File: src/rtl/vehicle_pwm_pkg.sv
// Shared definitions for the vehicle PWM blocks (modulator and demodulator).
//   PWM_RESOLUTION : default pulse-width resolution shared by both ends of the link
//   PWM_TIMEOUT    : default number of cycles without a rising edge before the line is lost
//   pwm_demod_state_t : demodulator FSM state
//   idle_cnt_width()  : width of a counter that must be able to hold TIMEOUT
package vehicle_pwm_pkg;

    localparam int PWM_RESOLUTION = 4;
    localparam int PWM_TIMEOUT    = 64;

    typedef enum logic [1:0] {
        IDLE = 2'd0,
        HIGH = 2'd1,
        LOW  = 2'd2
    } pwm_demod_state_t;

    function automatic int idle_cnt_width(input int timeout);
        return $clog2(timeout + 1);
    endfunction

endpackage

File: src/rtl/pulse_width_demodulator_if.sv
// Bundle between a PWM line source and the demodulator.
//   pulse       : PWM line, asynchronous to the demodulator clock
//   pulse_width : measured high time in cycles (saturating)
//   period      : measured rising-edge-to-rising-edge period in cycles (saturating)
//   valid       : one-cycle strobe when pulse_width/period update
//   signal_lost : high while no valid period is being received
// master = side driving the line and consuming measurements, slave = demodulator.
interface pulse_width_demodulator_if
    import vehicle_pwm_pkg::*;
#(
    parameter int RESOLUTION = PWM_RESOLUTION
);

    logic                  pulse;
    logic [RESOLUTION-1:0] pulse_width;
    logic [RESOLUTION:0]   period;
    logic                  valid;
    logic                  signal_lost;

    modport master (
        output pulse,
        input  pulse_width,
        input  period,
        input  valid,
        input  signal_lost
    );

    modport slave (
        input  pulse,
        output pulse_width,
        output period,
        output valid,
        output signal_lost
    );

endinterface

File: src/rtl/sync_edge_detect.sv
// Two-flop synchronizer for an asynchronous input followed by one delay flop
// for edge detection. Reusable for any slow asynchronous vehicle input.
//   clk, reset : clock and synchronous active-high reset (clears all flops)
//   async_in   : asynchronous input
//   level      : synchronized level (second synchronizer flop)
//   rise       : one-cycle pulse on a synchronized 0->1 transition
//   fall       : one-cycle pulse on a synchronized 1->0 transition
module sync_edge_detect (
    input  logic clk,
    input  logic reset,
    input  logic async_in,
    output logic level,
    output logic rise,
    output logic fall
);

    logic sync_p0;   // metastability catcher
    logic sync_p1;   // first safe copy of the input
    logic sync_p2;   // previous safe value, for edge detection

    always_ff @(posedge clk) begin
        if (reset) begin
            sync_p0 <= 1'b0;
            sync_p1 <= 1'b0;
            sync_p2 <= 1'b0;
        end else begin
            // p0 -> p1: resolve metastability
            sync_p0 <= async_in;
            sync_p1 <= sync_p0;
            // p1 -> p2: one-cycle history
            sync_p2 <= sync_p1;
        end
    end

    assign level = sync_p1;
    assign rise  = sync_p1 & ~sync_p2;
    assign fall  = ~sync_p1 & sync_p2;

endmodule

File: src/rtl/pulse_width_demodulator.sv
// Measures high time and period of an asynchronous PWM line in clk cycles.
// One measurement is published per complete rising-edge-to-rising-edge period;
// a line that stops toggling for TIMEOUT cycles is reported once as lost, with
// pulse_width showing whether it is stuck high (all ones) or stuck low (zero).
//   clk, reset : clock and synchronous active-high reset
//   bus        : slave side of pulse_width_demodulator_if
//                (pulse in; pulse_width, period, valid, signal_lost out)
// Parameters: RESOLUTION (pulse_width width), TIMEOUT (> 2^(RESOLUTION+1)).
module pulse_width_demodulator
    import vehicle_pwm_pkg::*;
#(
    parameter int RESOLUTION = PWM_RESOLUTION,
    parameter int TIMEOUT    = PWM_TIMEOUT
) (
    input  logic clk,
    input  logic reset,
    pulse_width_demodulator_if.slave bus
);

    localparam int IDLE_W = idle_cnt_width(TIMEOUT);
    localparam logic [IDLE_W-1:0] TIMEOUT_CNT = IDLE_W'(TIMEOUT);

    function automatic logic [RESOLUTION-1:0] sat_inc_high(input logic [RESOLUTION-1:0] v);
        return (&v) ? v : v + RESOLUTION'(1);
    endfunction

    function automatic logic [RESOLUTION:0] sat_inc_period(input logic [RESOLUTION:0] v);
        return (&v) ? v : v + (RESOLUTION+1)'(1);
    endfunction

    function automatic logic [IDLE_W-1:0] sat_inc_idle(input logic [IDLE_W-1:0] v);
        return (&v) ? v : v + IDLE_W'(1);
    endfunction

    logic level;
    logic rise;
    logic fall;

    sync_edge_detect u_sync (
        .clk      (clk),
        .reset    (reset),
        .async_in (bus.pulse),
        .level    (level),
        .rise     (rise),
        .fall     (fall)
    );

    pwm_demod_state_t state;
    pwm_demod_state_t state_n;

    logic [RESOLUTION-1:0] high_cnt;
    logic [RESOLUTION:0]   period_cnt;
    logic [IDLE_W-1:0]     idle_cnt;

    logic [RESOLUTION-1:0] pulse_width_q;
    logic [RESOLUTION:0]   period_q;
    logic                  valid_q;
    logic                  signal_lost_q;

    logic restart;
    logic publish;
    logic timeout;
    logic count;
    logic count_high;

    always_ff @(posedge clk) begin
        if (reset) begin
            state <= IDLE;
        end else begin
            state <= state_n;
        end
    end

    // A rise always takes priority over the timeout in the same cycle, so a
    // period ending exactly at the timeout boundary is still measured.
    // The cycle that sees the fall is not added to high_cnt; together with the
    // restart value of 1 this makes the high time equal to the number of
    // synchronized high cycles.
    always_comb begin
        state_n    = state;
        restart    = 1'b0;
        publish    = 1'b0;
        timeout    = 1'b0;
        count      = 1'b0;
        count_high = 1'b0;
        unique case (state)
            IDLE: begin
                if (rise) begin
                    restart = 1'b1;
                    state_n = HIGH;
                end
            end
            HIGH, LOW: begin
                if (rise) begin
                    publish = 1'b1;
                    restart = 1'b1;
                    state_n = HIGH;
                end else if (idle_cnt >= TIMEOUT_CNT) begin
                    timeout = 1'b1;
                    state_n = IDLE;
                end else begin
                    count = 1'b1;
                    if (state == HIGH) begin
                        count_high = ~fall;
                        if (fall) begin
                            state_n = LOW;
                        end
                    end
                end
            end
            default: begin
                state_n = IDLE;
            end
        endcase
    end

    always_ff @(posedge clk) begin
        if (reset) begin
            high_cnt      <= '0;
            period_cnt    <= '0;
            idle_cnt      <= '0;
            pulse_width_q <= '0;
            period_q      <= '0;
            valid_q       <= 1'b0;
            signal_lost_q <= 1'b1;
        end else begin
            // counter stage
            if (restart) begin
                high_cnt   <= RESOLUTION'(1);
                period_cnt <= (RESOLUTION+1)'(1);
                idle_cnt   <= IDLE_W'(1);
            end else if (count) begin
                period_cnt <= sat_inc_period(period_cnt);
                idle_cnt   <= sat_inc_idle(idle_cnt);
                if (count_high) begin
                    high_cnt <= sat_inc_high(high_cnt);
                end
            end

            // output stage: hold between strobes
            valid_q <= publish | timeout;
            if (publish) begin
                pulse_width_q <= high_cnt;
                period_q      <= period_cnt;
                signal_lost_q <= 1'b0;
            end else if (timeout) begin
                pulse_width_q <= level ? '1 : '0;
                period_q      <= '0;
                signal_lost_q <= 1'b1;
            end
        end
    end

    assign bus.pulse_width = pulse_width_q;
    assign bus.period      = period_q;
    assign bus.valid       = valid_q;
    assign bus.signal_lost = signal_lost_q;

endmodule

File: src/flat_wrapper.sv
// flat-port wrapper written by rule: the top's interface ports become plain ports
module pulse_width_demodulator_flat import vehicle_pwm_pkg::*;
#(
    parameter int RESOLUTION = PWM_RESOLUTION,
    parameter int TIMEOUT    = PWM_TIMEOUT
)
  (clk, reset, bus_pulse, bus_pulse_width, bus_period, bus_valid, bus_signal_lost);
  pulse_width_demodulator_if #(.RESOLUTION(RESOLUTION)) bus_i ();
  input  logic clk;
  input  logic reset;
  input wire logic [$bits(bus_i.pulse)-1:0] bus_pulse;
  output wire logic [$bits(bus_i.pulse_width)-1:0] bus_pulse_width;
  output wire logic [$bits(bus_i.period)-1:0] bus_period;
  output wire logic [$bits(bus_i.valid)-1:0] bus_valid;
  output wire logic [$bits(bus_i.signal_lost)-1:0] bus_signal_lost;
  assign bus_i.pulse = bus_pulse;
  assign bus_pulse_width = bus_i.pulse_width;
  assign bus_period = bus_i.period;
  assign bus_valid = bus_i.valid;
  assign bus_signal_lost = bus_i.signal_lost;
  pulse_width_demodulator #(.RESOLUTION(RESOLUTION), .TIMEOUT(TIMEOUT)) u_core (.clk(clk), .reset(reset), .bus(bus_i));
endmodule
File: config.mk
export PLATFORM = sky130hd
export DESIGN_NAME = pulse_width_demodulator_flat
export DESIGN_NICKNAME = d
export VERILOG_FILES = /design/src/rtl/vehicle_pwm_pkg.sv /design/src/rtl/pulse_width_demodulator_if.sv /design/src/rtl/sync_edge_detect.sv /design/src/rtl/pulse_width_demodulator.sv /design/src/flat_wrapper.sv
export SDC_FILE = /design/constraint.sdc
export NUM_CORES = 1
export LEC_CHECK = 0
export CORE_UTILIZATION = 50
export DETAILED_ROUTE_END_ITERATION = 10
export PLACE_DENSITY = 0.7
export SETUP_SLACK_MARGIN = 0.15
export SYNTH_ARGS = -nofsm -noshare
export SYNTH_HDL_FRONTEND = slang
export SYNTH_SLANG_ARGS = --single-unit
File: constraint.sdc
create_clock -name clk -period 3.15 [get_ports clk]
set_input_delay 0.63 -clock clk [delete_from_list [all_inputs] [get_ports clk]]
set_output_delay 0.63 -clock clk [all_outputs]
set_load 0.05 [all_outputs]
[Word level (Yosys, flattened, before mapping)]
Index checks and enable logic that the tools add are counted.
Storage, ports and cells
  register bits after elaboration: 32
  input port bits: 3
  output and inout bits: 11
  logic and storage cells: 88
Cells by class
  add/sub/neg operators: 3
  order comparisons: 1
  eq/ne operators: 8
  mux-type cells: 36
  bitwise operators: 9
  reductions and logical operators: 17
Operator list (count)
  $mux W1: 25
  $mux W4: 3
  $mux W2: 5
  $mux W5: 2
  $reduce_and A3 Y1: 3
  $ne A2 B1 Y1 const B: 4
  $ne A4 B1 Y1 const B: 2
  $reduce_and A2 Y1: 4
  $add A7 B1 Y7 const B: 1
  $ge A7 B7 Y1 const B: 1
  $reduce_and A7 Y1: 1
  $not A1 Y1: 6
  $reduce_bool A2 Y1: 3
  $add A5 B1 Y5 const B: 1
  $reduce_and A5 Y1: 1
  $add A4 B1 Y4 const B: 1
  $pmux W2 S2: 1
  $reduce_and A4 Y1: 1
  $reduce_or A2 Y1: 2
  $reduce_or A3 Y1: 1
  $and A1 B1 Y1: 2
  $eq A2 B1 Y1 const B: 1
  $eq A2 B2 Y1 const B: 1
  $logic_not A2 Y1: 1
  $or A1 B1 Y1: 1

[Depth between registers and ports, before layout]
Gate-level depths: netlist of run 1.
  depth after elaboration: 10
  mapped depth: 8
  gate-level depth less buffers: 7

[Cells and area by module]
A second synthesis of run 1 with hierarchy kept.
Second synthesis, totals
  cell total of the unflattened synthesis: 154
  area, all modules: 1417.6 um^2
Modules (own cells, without submodules)
  pulse_width_demodulator: instances 1, cells an instance 146, area each 1326.3 um^2, seq. area each 580.6 um^2
  sync_edge_detect: instances 1, cells an instance 8, area each 91.3 um^2, seq. area each 60.1 um^2

[Least setup slack after synthesis of run 1]
Ideal clock, no wire load.
  path kind: register -> register
  start: register u_core.period_cnt[0]
  end: register u_core.period_cnt[3]
  arrival: 1591 ps
  setup slack: 1442 ps
  stages on the path, launching flop included: 8
  period minus slack after synthesis: 1708 ps
  cells stage by stage: dfxtp_1 > ha_1 > and3_1 > ha_1 > nor4b_4 > nand4_1 > xor2_1 > nor2_1
On the way
  cells in the longest elaborated chain, start to end: 3
  elaborated cells on any way between the ends: 4
  those cells by class: 1 x add/sub; 1 x bitwise; 2 x reduce/logical
Ends and longest elaborated chain
  start, declared: line pulse_width_demodulator.sv:52  | logic [RESOLUTION:0] period_cnt;
  start signal, assigned: line pulse_width_demodulator.sv:130  | period_cnt <= (RESOLUTION+1)'(1);
  start signal, assigned: line pulse_width_demodulator.sv:133  | period_cnt <= sat_inc_period(period_cnt);
  parallel branches: the longest is 3 deep, another holds $add A5 B1 Y5
Parallel ways; which one is timed is not known.
A chain may end at the register's enable or synchronous reset.

[Final worst setup path of run 1]
  start: register u_core.pulse_width_q[2], in the netlist u_core.bus.pulse_width[2]
  end: output bus_pulse_width[2]
RTL lines
  start, declared: line pulse_width_demodulator.sv:55  | logic [RESOLUTION-1:0] pulse_width_q;
  start signal, assigned: line pulse_width_demodulator.sv:143  | pulse_width_q <= high_cnt;
  start signal, assigned: line pulse_width_demodulator.sv:147  | pulse_width_q <= level ? '1 : '0;
  end, declared: line flat_wrapper.sv:12  | output wire logic [$bits(bus_i.pulse_width)-1:0] bus_pulse_width;
No word-level cell between the ends.

==> results.cfg, run 1 <==
[outcome]
status = completed

[detailed_routing]
drt_first_pass_iters = 4
vias = 1092
drt-wirelength-per-cell_um = 12.9
initialDrtViolationCount = 16
viasPerCell = 5.46
postRouteAntennaNets = 0
drc = 0
wl_um = 2580

[timing]
fin_crit_ns = 2.11
rsz0062_at_grt = false
setup_ws_ns = 1.04
slew_headroom = 0.582
setup_viol_count_final = 0
period_share = 0.671
worst_pin_slew_ns = 0.621
hold_viol_final = 0
drv_slew = 0
fin_skew_ns = 0.00506
fmax_ghz = 0.473
fin_tns_setup_ns = 0

[clock_tree]
cts_resized = 0
cts_sinks = 32
h-tree-depth = 2
clock_latency_ns = 0.33
clockBufferDepth = 2
holdBufCountCts = 0
cts_inserted_buffers = 5
clockRootBuffer = clkbuf_4
post_cts_buffers = 0
tritoncts = yes
clk_pin_slew_worst_paths_ns = 0.09

[power_and_ir_drop]
p_seq_frac = 0.472
switchingPower_uw = 312
ir_worst_vdd_mv = 0.525
comb_power_share = 0.268
p_leak_nw = 0.660
clockPowerShare = 0.261
switching_share = 0.317
p_int_uw = 672
p_per_area_nw_per_um2 = 598

[hold_path]
worstHoldStart = u_core.u_sync.sync_p0$_SDFF_PP0_
min_path_type = reg -> reg
hold_path_depth = 1

[finish]
multi_input_area_um2 = 734
diodes = 0
fillerInstances = 236
regArea_um2 = 641
fin_nets = 183
area_growth_pct = 15.1
drive_gt1_frac = 0.0710

[worst_setup_path]
crit_required_ns = 2.52
cp_slowest_cell = clkdlybuf4s50_1
crit_chain = clkdlybuf4s50_1
critPathTopFamily = buffers and inverters
slowest_delay_ns = 0.81
criticalPathCategory = reg -> out
crit_arrival_ns = 1.48
cp_num_buf_inv = 1
start_kind = flop
reg2reg_depth = 6
reg2reg_slack_ns = 1.23
cp-end-kind = output pin
path_depth = 1
crit_path_start = u_core.bus.pulse_width[2]$_SDFFE_PP0P_
cp_max_fo = 2
regToRegStartpoint = u_core.state[1]$_SDFFE_PP0P_

[synth]
synth_top_family_by_area = simple AND/OR/NAND/NOR gates
syn_nets = 167
synthAdderAreaFrac = 0.0962
synth_area_per_cell_um2 = 9.35
yosys-top-cells-area = dfxtp_1 45%, ha_1 9.6%, nor2_1 7.1%
syn_area_um2 = 1430
synth.mux.area_fraction = 0.0210
synth-compound-area-share = 0.103
yosysMostFrequentCell = dfxtp_1
synth_edf_count = 0
yosysUniqueCellTypes = 34
syn_inst = 153
yosysTopAreaCell = dfxtp_1
async_flop_share = 0
yosys.area_share.simple = 0.238
ys_seq_elements = 32
synth_top_cells_by_count = 32 x dfxtp_1, 27 x nor2_1, 11 x ha_1
ys_warn_count = 0
synth_xor_area_frac = 0.0551
yosysSeqAreaShare = 0.448
synthFlopType = dfxtp_1
netlist.area_leader.share = 0.448

[global_routing]
grt.total_usage = 0.192
grt_pass1_vias = 1048
antenna_found_initial = 0
overflow = 0
grt_pass1_wl_um = 4570
grt_max_degree = 14

[placement]
dpl_worst_slack_ns = 0.951
port_buffers = 13
gp_congestion = 0.752
dp_hpwl_um = 1900

[floorplanning]
ios = 14
core_um2 = 2730
die-width_um = 55.5
start_util = 0.523
die_y_um = 55.5
row_count = 19
die_area_um2 = 3080

[job]
cap_violations = 0
## flip-flops by register name, indices dropped and copies added, names as in the netlist
name                    count
u_core.idle_cnt             7
u_core.bus.period           5
u_core.period_cnt           5
u_core.bus.pulse_width      4
u_core.high_cnt             4
u_core.state                2
u_core.bus.signal_lost      1
u_core.bus.valid            1
u_core.u_sync.level         1
u_core.u_sync.sync_p0       1
u_core.u_sync.sync_p2       1
## metal layers
layer | routed length, um | GRT usage | part of all wire
met4 | 42 | 0.0643 | 0.016
met2 | 1190 | 0.299 | 0.46
met1 | 1270 | 0.245 | 0.49
met5 | 0 | 0 | 0
met3 | 84 | 0.0726 | 0.033
## worst paths after layout
kind	to
max reg2reg	u_core.state[1]$_SDFFE_PP0P_
max	bus_pulse_width[2]
min	u_core.u_sync.level$_SDFF_PP0_
min reg2reg	u_core.u_sync.level$_SDFF_PP0_
## logic make-up (layout without fill, tap and decap cells)
logic type,Yosys count,after routing
compound gates,23,23
xor+xnor,9,9
fa+ha+maj,11,11
buf+inv,12,28
flops,32,32
mux,3,3
simple gates,63,63
## final cells by class
cell class,count,share of cell area
timing repair buffer,15,0.0881
tap,31,0.0236
inverter,6,0.0137
clock buffer,7,0.0395
multi-input combinational,109,0.446
sequential,32,0.389
## power groups by stage
stage	logic, mW	registers, mW	clock network [mW]
after detailed placement	0.262	0.474	0
after CTS	0.264	0.465	0.261
after global placement	0.255	0.473	0
after global routing	0.292	0.470	0.277
final	0.263	0.464	0.256
after floorplan	0.189	0.484	0
## placed cells by master, fill, tap and decap left out, drive strengths merged, types with 3 or more instances in the layout
master / Yosys / routed
a21oi: 8 / 8
a22oi: 5 / 5
and2: 3 / 3
clkbuf: 2 / 7
clkdlybuf4s50: 0 / 13
dfxtp: 32 / 32
ha: 11 / 11
inv: 6 / 6
mux2i: 3 / 3
nand2: 3 / 3
nand3: 4 / 4
nand4: 4 / 4
nor2: 27 / 27
nor2b: 5 / 5
nor3: 6 / 6
o21ai: 3 / 3
xor2: 9 / 9
## stage by stage
stage	utilization	power, mW	cell area [um^2]	std cells	hold slack, ns
3_3_place_gp	0.578	0.728	1580	193	0.430
4_1_cts	0.602	0.989	1650	200	0.448
2_1_floorplan	-	0.673	1430	153	0.414
6_report	0.602	0.984	1650	200	0.449
3_5_place_dp	0.578	0.736	1580	193	0.425
5_1_grt	0.602	1.04	1650	200	0.458
Note: power is estimated with default switching activity, not from simulation.
==> run 2, diff against run 1 <==
PLACE_DENSITY = 0.73   (was 0.7)
clock period = 1.75 ns   (was 3.15 ns; I/O delays follow)
==> results.cfg, run 2 (synthesis results as in run 1) <==
[outcome]
status = completed

[detailed_routing]
drc = 0
drt_first_pass_iters = 4
vias = 1191
postRouteAntennaNets = 0
drt-wirelength-per-cell_um = 14.8
viasPerCell = 5.46
wl_um = 3220
initialDrtViolationCount = 20

[worst_setup_path]
cp_slowest_cell = or4b_4
r2r_end = u_core.state[1]$_SDFFE_PP0P_
path_depth = 5
criticalPathCategory = reg -> reg
crit_required_ns = 2.03
reg2reg_slack_ns = 0.08
cp_num_buf_inv = 1
crit_chain = inv_2 -> ha_4 -> nor3b_4 -> or4b_4 -> a21oi_2
regToRegStartpoint = u_core.state[0]$_SDFFE_PP0P_
reg2reg_depth = 5
start_kind = flop
cp-end-kind = flop
slowest_delay_ns = 0.50
critPathTopFamily = simple AND/OR/NAND/NOR gates
crit_arrival_ns = 1.95
cp_max_fo = 5

[finish]
largest_reg_flops = 7
fillerInstances = 213
layout_common_cells = 28 x buf_4, 27 x nor2_1, 26 x dfxtp_1
final_common_cell = buf_4
diodes = 0
design_area_um2 = 1870
area_growth_pct = 30.7
drive_gt1_frac = 0.332
fin_nets = 200
fin_cells = 218
regMostFlops = u_core.idle_cnt

[clock_tree]
h-tree-depth = 2
cts_sinks = 32
cts_inserted_buffers = 5
clockRootBuffer = clkbuf_4
holdBufCountCts = 0
clockBufferDepth = 2
clock_latency_ns = 0.34
tritoncts = yes
clk_pin_slew_worst_paths_ns = 0.10

[global_routing]
antenna_found_initial = 0
grt.total_usage = 0.232
overflow = 0
grt_pass1_wl_um = 5430
grt_pass1_vias = 1194
grt_max_degree = 12

[power_and_ir_drop]
p_leak_nw = 0.776
total_power_mw = 2.13
ir_worst_vdd_mv = 1.30
p_per_area_nw_per_um2 = 1140

[placement]
port_buffers = 13
dp_hpwl_um = 2190
post_dp_cell_area_um2 = 1640
dp_cells = 202
gp_congestion = 0.757

[floorplanning]
die-width_um = 55.5
row_count = 19
ios = 14
core_um2 = 2730
die_y_um = 55.5
start_util = 0.523
die_area_um2 = 3080

[timing]
worst_pin_slew_ns = 0.476
hold_viol_final = 0
period_share = 0.954
setup_viol_count_final = 0
fin_crit_ns = 1.67
slew_headroom = 0.681
fmax_ghz = 0.599
fin_skew_ns = 0.0121
drv_slew = 0
rsz0062_at_grt = true

[hold_path]
worstHoldStart = u_core.u_sync.sync_p0$_SDFF_PP0_
min_path_type = reg -> reg
hold_path_depth = 1
worstHoldEndpoint = u_core.u_sync.level$_SDFF_PP0_

[job]
cap_violations = 0
==> run 2: cell types whose count changed in the layout (fill, tap and decap cells not counted), moves of 3 or more <==
| cell | before | now |
|---|---|---|
| nand3_1 | 4 | 1 |
| ha_4 | 0 | 4 |
| buf_4 | 2 | 28 |
| dfxtp_1 | 32 | 26 |
| dfxtp_2 | 0 | 6 |
| nand3_2 | 0 | 3 |
| inv_1 | 6 | 3 |
| inv_2 | 0 | 3 |
| ha_1 | 11 | 7 |
| clkdlybuf4s50_1 | 13 | 2 |
==> run 2: repair_timing <==
item	CTS	global route
buffers inserted	2	6
resized for setup	9	15
cloned	0	0
pin swaps	3	7
endpoints found under the setup margin	23	21
==> run 2: area by class of cell <==
| cell class | count | area (um^2) | area share |
|---|---|---|---|
| multi-input combinational | 109 | 831 | 0.444 |
| sequential | 32 | 648 | 0.347 |
| timing repair buffer | 32 | 253 | 0.135 |
| clock buffer | 6 | 41.3 | 0.0221 |
| tap | 31 | 38.8 | 0.0207 |
| clock inverter | 2 | 35.0 | 0.0187 |
| inverter | 6 | 22.5 | 0.0120 |
==> run 2: through the flow <==
| stage | utilization | hold WS, ns | TNS, ns | setup WS [ns] |
|---|---|---|---|---|
| 3_3_place_gp | 0.601 | 0.428 | 0 | 0.0756 |
| 2_1_floorplan | - | 0.414 | 0 | 0.0703 |
| 6_report | 0.684 | 0.448 | 0 | 0.0812 |
| 5_1_grt | 0.684 | 0.468 | 0 | 0.0171 |
| 4_1_cts | 0.652 | 0.457 | 0 | 0.0883 |
| 3_5_place_dp | 0.601 | 0.431 | -0.0864 | -0.0561 |
==> run 2: power by group <==
| part | internal, mW | switching (mW) |
|---|---|---|
| logic | 0.364 | 0.370 |
| registers | 0.789 | 0.0507 |
| clock network | 0.299 | 0.256 |
==> run 2: worst max path at each step <==
stage          slack [ns]                                 to                               from
5_1_grt              0.02  u_core.period_cnt[2]$_SDFFE_PP0P_  u_core.period_cnt[0]$_SDFFE_PP0P_
3_5_place_dp        -0.06       u_core.state[1]$_SDFFE_PP0P_       u_core.state[0]$_SDFFE_PP0P_
4_1_cts              0.09  u_core.period_cnt[1]$_SDFFE_PP0P_  u_core.period_cnt[0]$_SDFFE_PP0P_
2_1_floorplan        0.07  u_core.period_cnt[3]$_SDFFE_PP0P_  u_core.period_cnt[0]$_SDFFE_PP0P_
3_3_place_gp         0.08       u_core.state[1]$_SDFFE_PP0P_     u_core.u_sync.level$_SDFF_PP0_
6_report             0.08       u_core.state[1]$_SDFFE_PP0P_       u_core.state[0]$_SDFFE_PP0P_
==> run 2: routing by layer <==
metal | track usage | wire length [um] | up-vias
met5 | 0 | 0 | -
met4 | 0.111 | 58 | 0
met3 | 0.0796 | 108 | 8
met2 | 0.389 | 1690 | 18
met1 | 0.262 | 1360 | 579
li1 | - | - | 586
==> run 3, diff against run 2 <==
CAP_MARGIN = 25   (was default)
==> results of run 3 <==
Final layout, timing and power as in run 2 (identical DEF).
==> patch (config.mk and constraints of run 2) <==
The 3 states of `pwm_demod_state_t` get a one-hot encoding in 3 bits.
--- a/src/rtl/vehicle_pwm_pkg.sv
+++ b/src/rtl/vehicle_pwm_pkg.sv
@@ -8,10 +8,10 @@
     localparam int PWM_RESOLUTION = 4;
     localparam int PWM_TIMEOUT    = 64;
 
-    typedef enum logic [1:0] {
-        IDLE = 2'd0,
-        HIGH = 2'd1,
-        LOW  = 2'd2
+    typedef enum logic [2:0] {
+        IDLE = 3'b001,
+        HIGH = 3'b010,
+        LOW  = 3'b100
     } pwm_demod_state_t;
 
     function automatic int idle_cnt_width(input int timeout);
Function: same outputs for any inputs over 10 cycles, from zero or initial values and one cycle with reset high; not proved beyond that.
==> patch against run 2 <==
Cell area increased by 5.7%. Worst setup slack improved by 87 ps. Core utilization decreased by 3.1 points. Critical path depth increased by 2. Synthesized area increased by 10%. Sequential cell count increased by 1. Wire length increased by 6.9%. Sequential share of layout area decreased by 0.79 points.
Power is not compared: it rests on default switching activity, and its combinational part moved more than twofold at a synthesized area within 25%.
==> patch: results (changes against run 2) <==
run_status: "complete, no violations"
syn_nets: 185  # +11%
relSlewSlack_pct: 69.7  # +1.7 points
multi_input_comb_area_sq_um: 905  # +8.9%
grt_pass1_wl_mm: 5.44  # +0.26%
skew_ps: 3.76  # -8.30 ps
worst_ep_arrival_time_ps: 1800  # -150 ps
finalCriticalPeriod_ps: 1580  # -87.4 ps
dp_slack_ps: 10.9  # +66.9 ps
grt_pass1_vias: 1260  # +5.5%
synth.distinct_cells: 40  # +18%
synth-compound-area-share_pct: 12.4  # +2.1 points
synth_fa_ha_area_share_pct: 5.54  # -4.1 points
synth_common_cells: "dfxtp_1 (33), a21oi_1 (20), nand3_1 (19), nor2_1 (15), nand2_1 (12)"
gp_congestion: 0.855  # +13%
slowest_delay_ps: 410  # -90 ps
cellLeakagePower_nw: 0.740
clk_pin_slew_ps: 90
cp_slowest_cell: "nor4b_4"
clk_path_buf_depth: 2  # unchanged
first_pass_iters: 4  # unchanged
nNetsFinal: 215  # +7.5%
drt_iter0_markers: 70  # +250%
coreArea_sq_um: 3030  # +11%
cts-root-buf: "clkbuf_4"
post-dp-hpwl_mm: 2.27  # +3.9%
synth-seq-area-share_pct: 41.8  # -3.0 points
synth.area.mux_share_pct: 0.633  # -1.5 points
yosys-top-cells-area: "dfxtp_1 (42%), a21oi_1 (6.3%), nand3_1 (6.0%)"
clock_latency_ps: 340  # about the same
n_fill_cell: 260  # +22%
grt_util_all_layers_pct: 21.9  # -1.3 points
hp-start: "u_core.u_sync.sync_p0"
place_area_sq_um: 1770  # +7.6%
num_vias: 1314  # +10%
drt-total-wl_mm: 3.44  # +6.9%
drive_above_1_share_pct: 33.5  # +0.34 points
largest_reg_flops: 7  # unchanged
synth-xor-area-share_pct: 7.28  # +1.8 points
crit_path_max_fanout: 4  # -1
r2r-start: "u_core.u_sync.level"
grt_max_degree: 20  # +8
patch: cells by family (layout without fill, tap and decap cells):
logic type                 Yosys count  count (layout)
adders and majority gates            7               7
DFF                                 33              33
xor gates and xnor gates            11              11
AOI/OAI and AO/OA                   33              33
muxes                                1               1
and+or+nand+nor                     71              71
buffers and inverters               19              50
patch: path summary, 6_finish.rpt:
path                                       endpoint  depth (start not counted)
worst max-delay path             u_core.high_cnt[2]                          7
worst min-delay path            u_core.u_sync.level                          1
worst max register to register   u_core.high_cnt[2]                          7
worst min register to register  u_core.u_sync.level                          1
patch: cell type report:
cell class | instances | area share [%]
Multi-Input combinational cell | 123 | 45.8
Sequential cell | 33 | 33.9
Timing Repair Buffer | 32 | 13.0
Tap cell | 44 | 2.79
Clock buffer | 6 | 2.09
Inverter | 10 | 1.90
Clock inverter | 2 | 0.507
patch: through the flow:
step           hold WS, ps  instances
2_1_floorplan          414        175
3_3_place_gp           435        234
3_5_place_dp           435        234
5_1_grt                465        250
4_1_cts                457        246
6_report               448        250
patch: report_power, final:
group          internal (mW)  switching [mW]
sequential             0.759          0.0105
combinational         0.0419          0.0496
clock                  0.153           0.249
patch: per-layer routing:
| metal | part of all wire (%) | track usage, % | vias to the layer above |
|---|---|---|---|
| met5 | 0 | 0 | - |
| met4 | 1.4 | 8.84 | 0 |
| met3 | 3.1 | 8.04 | 5 |
| met2 | 53 | 38.8 | 23 |
| met1 | 42 | 23.4 | 619 |
| li1 | - | - | 667 |
patch: timing repair:
item,in CTS,in global routing
setup buffers,4,4
resized for setup,10,15
setup endpoints to repair,15,20
cloned,0,0
pin swaps,9,14
